[config.mk]
export PLATFORM = sky130hd
export DESIGN_NAME = picoctrl_seq_core
export DESIGN_NICKNAME = d
export VERILOG_FILES = /design/src/rtl/picoctrl_seq_core.sv
export SDC_FILE = /design/constraint.sdc
export NUM_CORES = 1
export LEC_CHECK = 0
export CAP_MARGIN = 20
export CORE_MARGIN = 1.5
export CORE_UTILIZATION = 46
export DETAILED_ROUTE_END_ITERATION = 16
export GPL_TIMING_DRIVEN = 0
export HOLD_SLACK_MARGIN = 0.08
export PLACE_DENSITY = 0.84
export SLEW_MARGIN = 10
export SYNTH_ARGS = -nofsm -noshare
export SYNTH_HDL_FRONTEND = slang
export SYNTH_SLANG_ARGS = --single-unit
[constraint.sdc]
create_clock -name clk -period 2.6 [get_ports clk]
set_input_delay 0.65 -clock clk [delete_from_list [all_inputs] [get_ports clk]]
set_output_delay 0.65 -clock clk [all_outputs]
set_load 0.005 [all_outputs]
[src/rtl/picoctrl_seq_core.sv]
// PicoCtrl fetch/execute core: drives the ROM address from the PC, decodes the
// returned word against synchronised c0/c1, and performs register writes or jumps.
module picoctrl_seq_core #(
    parameter int unsigned SYNC_STAGES = 2,
    parameter logic [4:0]  RESET_PC    = 5'h00
) (
    input  logic        clk,
    input  logic        rst_n,
    input  logic        en,
    input  logic        c0,
    input  logic        c1,
    output logic [4:0]  rom_addr,
    input  logic [15:0] rom_data,
    output logic [7:0]  reg0_q,
    output logic [7:0]  reg1_q,
    output logic [7:0]  reg2_q,
    output logic [7:0]  reg3_q,
    output logic [3:0]  reg_wr,
    output logic        jump_taken
);

    localparam int unsigned PC_W   = 5;
    localparam int unsigned DATA_W = 8;
    localparam int unsigned NREG   = 4;

    localparam logic [2:0] COND_ALWAYS = 3'b000;
    localparam logic [2:0] COND_C0_LO  = 3'b001;
    localparam logic [2:0] COND_C0_HI  = 3'b010;
    localparam logic [2:0] COND_C1_LO  = 3'b011;
    localparam logic [2:0] COND_C1_HI  = 3'b100;
    localparam logic [2:0] ACT_WRITE   = 3'b001;
    localparam logic [2:0] ACT_JUMP    = 3'b010;

    logic [SYNC_STAGES-1:0] c0_sync;
    logic [SYNC_STAGES-1:0] c1_sync;
    logic [PC_W-1:0]        pc;
    logic [DATA_W-1:0]      regs [NREG];

    logic [2:0]        cond_c;
    logic [2:0]        action_c;
    logic [1:0]        sel_c;
    logic [DATA_W-1:0] imm_c;
    logic              cond_true_c;
    logic              do_write_c;
    logic              do_jump_c;
    logic [PC_W-1:0]   pc_next_c;

    assign rom_addr = pc;
    assign reg0_q   = regs[0];
    assign reg1_q   = regs[1];
    assign reg2_q   = regs[2];
    assign reg3_q   = regs[3];

    // Decode; unknown condition codes evaluate false and unknown actions act as nop
    always_comb begin
        cond_c      = rom_data[15:13];
        action_c    = rom_data[12:10];
        sel_c       = rom_data[9:8];
        imm_c       = rom_data[7:0];
        cond_true_c = 1'b0;
        case (cond_c)
            COND_ALWAYS: cond_true_c = 1'b1;
            COND_C0_LO:  cond_true_c = ~c0_sync[SYNC_STAGES-1];
            COND_C0_HI:  cond_true_c = c0_sync[SYNC_STAGES-1];
            COND_C1_LO:  cond_true_c = ~c1_sync[SYNC_STAGES-1];
            COND_C1_HI:  cond_true_c = c1_sync[SYNC_STAGES-1];
            default:     cond_true_c = 1'b0;
        endcase
        do_write_c = cond_true_c && (action_c == ACT_WRITE);
        do_jump_c  = cond_true_c && (action_c == ACT_JUMP);
        pc_next_c  = do_jump_c ? imm_c[PC_W-1:0] : PC_W'(pc + PC_W'(1));
    end

    // PC, register file, pulses and sync chains all advance only when enabled
    always_ff @(posedge clk or negedge rst_n) begin
        if (!rst_n) begin
            pc         <= RESET_PC;
            reg_wr     <= '0;
            jump_taken <= 1'b0;
            c0_sync    <= '0;
            c1_sync    <= '0;
            for (int i = 0; i < NREG; i++) begin
                regs[i] <= '0;
            end
        end else if (en) begin
            pc         <= pc_next_c;
            reg_wr     <= do_write_c ? NREG'(NREG'(1) << sel_c) : '0;
            jump_taken <= do_jump_c;
            if (do_write_c) begin
                regs[sel_c] <= imm_c;
            end
            c0_sync[0] <= c0;
            c1_sync[0] <= c1;
            for (int i = 1; i < SYNC_STAGES; i++) begin
                c0_sync[i] <= c0_sync[i-1];
                c1_sync[i] <= c1_sync[i-1];
            end
        end else begin
            reg_wr     <= '0;
            jump_taken <= 1'b0;
        end
    end

endmodule

# Word level (Yosys, flattened, before mapping)

Cells that the tools add are included.

Add/sub/neg operators: 1
Magnitude comparators: 2
Equality and inequality tests: 6
Shifts and indexed selects: 1
Multiplexer cells: 8
Bitwise operators: 3
Reductions and logical operators: 5

Operators with widths:

| cell                | count |
|---|---|
| $bwmux 32           | 1 |
| $demux 8 s2         | 1 |
| $eq 3x2->1 const B  | 3 |
| $mux 4              | 2 |
| $mux 8              | 1 |
| $eq 3x1->1 const B  | 2 |
| $add 5x1->5 const B | 1 |
| $mux 5              | 1 |
| $pmux 1 s5          | 1 |
| $shl 1x2->4 const A | 1 |
| $eq 3x3->1 const B  | 1 |
| $ge 3x3->1 const B  | 1 |
| $logic_and 1x1->1   | 3 |
| $logic_not 3->1     | 1 |
| $lt 3x1->1 const B  | 1 |
| $not 2->3           | 1 |
| $not 1->1           | 2 |
| $reduce_and 2->1    | 1 |
| $mux 1              | 1 |

Register bits: 46
Input bits: 21
Output and inout bits: 42

# Depth between registers and ports, before layout

Word-level depth: 6
Gate-level depth with buffers: 6
Mapped depth without buffers: 5

# Worst setup path before layout

No wires, ideal clock.

Path kind: input to register
From: input rom_data[15]
To: register regs, in the netlist reg3_q[0]
Arrival: 2,031 ps
Required time: 2,475 ps
Slack: 444 ps
Stages on the path: 6
Path buffers: 1
Cells stage by stage: or2_1 a21oi_4 nor2_2 or4_4 buf_6 mux2_4

Longest elaborated chain between the ends: 4
Elaborated cells on any way between the ends: 8

Ends and longest elaborated chain:

| item                                     | RTL line | RTL |
|---|---|---|
| start, declared                          | 13       | `input logic [15:0] rom_data,` |
| $eq 3x3->1, or another cell as far along | 61       | `case (cond_c)` |
| $pmux 1 s5 *                             | 61       |  |
| $logic_and 1x1->1 *                      | 69       | `do_write_c = cond_true_c && (action_c == ACT_WRITE);` |
| $reduce_and 2->1 (no line) *             | -        |  |
| end signal, assigned by index            | 90       | `regs[sel_c] <= imm_c;` |
| end, declared                            | 37       | `logic [DATA_W-1:0] regs [NREG];` |

Mark *: on every way between the ends. The rest lies on a longest branch, timed or not.
A chain may end at the register's enable or synchronous reset.

# Worst setup path after layout

From: input rom_data[14]
To: register regs, in the netlist reg2_q[5]

The elaborated chain is that of the path after synthesis.

==> out/summary.txt <==
Initial DRC count = 68
Worst Setup End Kind = flop
Syn Inst Count = 128
Comb power frac = 25.4%
Synth Net Count = 150
CTS max path bufs = 2
Sw Ratio = 24.4%
Asr flop ratio synth = 100%
Worst vdd ir = 0.344 mV
Inserted Diodes = 0
Multiplexer share of the synthesized area = 27.0%
Area grow syn2layout = 40.7%
Row count = 23
Die X = 68.8 um
Layout cells sized above 1 = 28.6%
WS Path Type = in2reg
Seq/Total Area, Yosys = 57.8%
Number of global-route vias before repair = 1245
Clock network fraction of total power = 27.5%
Via/cell ratio = 5.03
Minimum clock period = 2.43 ns
Clock Skews = 0.00765 ns
WP data required = 2.79 ns
Starting Density = 48.8%
# DRC = 0
# IOs = 63
Most common flop cell mapped by yosys = dfrtp_1
Net switching power = 0.470 mW
Post-CTS setup buffers = 0
Class of the worst hold path = in2async
CTS tree = built
Pin count of the biggest net entering global routing = 30
Setup violators final = 0
Vias after detailed routing = 1252
Crit path max fanout = 8
Max Clk Rate = 412 MHz
Synth Area in Compound Gates = 3.58%
Final Non-Filler Cells = 249
Routability cong. = 0.709
Synthesis Warnings = 0
FILL cells = 287
Die area = 0.00474 mm2
Hold Vio Cnt, Final = 0
CORE AREA = 0.00409 mm2
First-pass GRT wire length = 6270 um
Rel. slew slack = 57.8%
ANT nets after route = 0
Root Buffer = clkbuf_8
Die height = 68.8 um
Status = completed
Post-synthesis simple-gate area fraction = 7.53%
RSZ-0062 raised after global routing = false
Routed WL = 3970 um
Num CTS Buffers = 5
# hold bufs at CTS = 0
I/O Buffers = 62
PwrDens = 686 mW/mm2
Worst Tran Pin Value = 0.630 ns
Register-to-register setup slack = 0.60 ns
#FFs+latches synth = 46
Post-synth EDFFs = 0
CP arrival = 2.61 ns
Post-Syn Area per Cell = 15.6 um2
Drt wl/cell = 15.9 um
Gr usage total = 18.6%
Seq pwr share = 47.0%
Synthesized area = 0.00199 mm2
H-tree depth = 2
Detailed Place HPWL = 2980 um
Clock Latency Late Sink = 0.30 ns
Sink Count = 46
Synth Area in XOR/XNOR = 0.879%
Layout Utilization = 68.6%
First-pass DRT Iterations = 4
Placed instance count = 241
Maximum Capacitance Violations = 0
Nets = 220
Post-synth cell types = 28
Cts repair resizes = 0
Crit start category = primary input
Gr ovfl total = 0
Synth Area in Adders = 0.628%
P_int = 1.46 mW
Initial antenna violation count = 0
Largest family of logic cells by synthesized area = multiplexers
Leakage = 1.35 nW
Clock slew at reported path FFs = 0.09 ns
Slew Viols, Final = 0
Final worst path period share = 93.3%
==> synthesized netlist by cell type (all sizes together), types with 2 or more instances <==
master	number	area, um2
a21oi	5	40.0
buf	3	26.3
dfrtp	46	1150
inv	6	22.5
mux2	38	518
mux2i	2	20.0
nand2b	4	25.0
nand3b	3	22.5
nand4	2	12.5
nor2	4	17.5
or4	3	26.3
xnor2	2	17.5
==> kinds of logic after synthesis <==
group	count (synthesis)
flops	46
mux	40
simple gates	21
buf+inv	10
compound gates	8
xor+xnor	2
fa+ha+maj	1
==> power by group through the flow <==
stage | registers [mW] | clock network [mW] | logic (mW)
after floorplan | 0.912 | 0 | 0.201
after global placement | 0.912 | 0 | 0.478
after detailed placement | 0.919 | 0 | 0.494
after CTS | 0.906 | 0.542 | 0.497
after global routing | 0.921 | 0.574 | 0.532
final | 0.905 | 0.530 | 0.489
==> layout make-up <==
class	count	area [um2]	area share [%]
clock inverter	3	43.8	1.56
sequential	46	1150	41.1
timing repair buffer	63	636	22.7
buffer	4	30.0	1.07
tap	50	62.6	2.23
inverter	6	22.5	0.803
multi-input combinational	72	790	28.2
clock buffer	5	68.8	2.45
==> routing by layer <==
| metal | up-vias | routed length (um) | part of all wire (%) | track usage (%) |
|---|---|---|---|---|
| met5 | - | 0 | 0 | 0 |
| met1 | 613 | 1770 | 45 | 25.4 |
| met4 | 0 | 54 | 1.4 | 6.62 |
| met2 | 43 | 1930 | 49 | 28.8 |
| met3 | 7 | 218 | 5.5 | 4.87 |
| li1 | 589 | - | - | - |
==> cells in the final DEF (no fill, tap or decap), types with 2 or more instances in the layout <==
master,n
nand3b_1,3
nor2_1,3
buf_4,2
or4_1,2
mux2i_1,2
clkbuf_8,5
a21oi_1,3
dfrtp_1,46
xnor2_1,2
mux2_2,14
nand2b_1,4
clkdlybuf4s50_1,61
inv_1,6
nand4_1,2
mux2_4,24
==> metrics by stage <==
step	cell area, um2	worst slack [ns]	power [mW]	setup TNS [ns]	hold WS, ns
2_1_floorplan	1990	0.444	1.11	0	0.354
3_3_place_gp	2680	-0.210	1.39	-11.95	0.484
3_5_place_dp	2690	-0.170	1.41	-3.49	0.486
4_1_cts	2800	0.166	1.95	0	0.280
5_1_grt	2800	0.0687	2.03	0	0.296
6_report	2800	0.174	1.92	0	0.270
==> state kept, by name, summed over array words and instances, names as in the netlist <==
name	count
reg0_q	8
reg1_q	8
reg2_q	8
reg3_q	8
rom_addr	5
reg_wr	4
c0_sync	2
c1_sync	2
jump_taken	1
==> worst paths after layout <==
path                                        start  cells after the start                       to
max                                  rom_data[14]                      6    reg2_q[5]$_DFFE_PN0P_
min                                         rst_n                      1    reg3_q[4]$_DFFE_PN0P_
max reg2reg                c0_sync[1]$_DFFE_PN0P_                      5    reg2_q[5]$_DFFE_PN0P_
min reg2reg                c0_sync[0]$_DFFE_PN0P_                      1   c0_sync[0]$_DFFE_PN0P_
max in group asynchronous                   rst_n                      2  rom_addr[0]$_DFFE_PN0P_
min in group clk           c0_sync[0]$_DFFE_PN0P_                      1   c0_sync[0]$_DFFE_PN0P_
==> worst max-delay path: stages <==
cell and delay [ns]:
clkdlybuf4s50_1 0.53, nand3b_1 0.11, a21oi_2 0.22, o21bai_2 0.13
nor4b_4 0.56, mux2_2 0.41
Power figures use the tool's default switching activity.
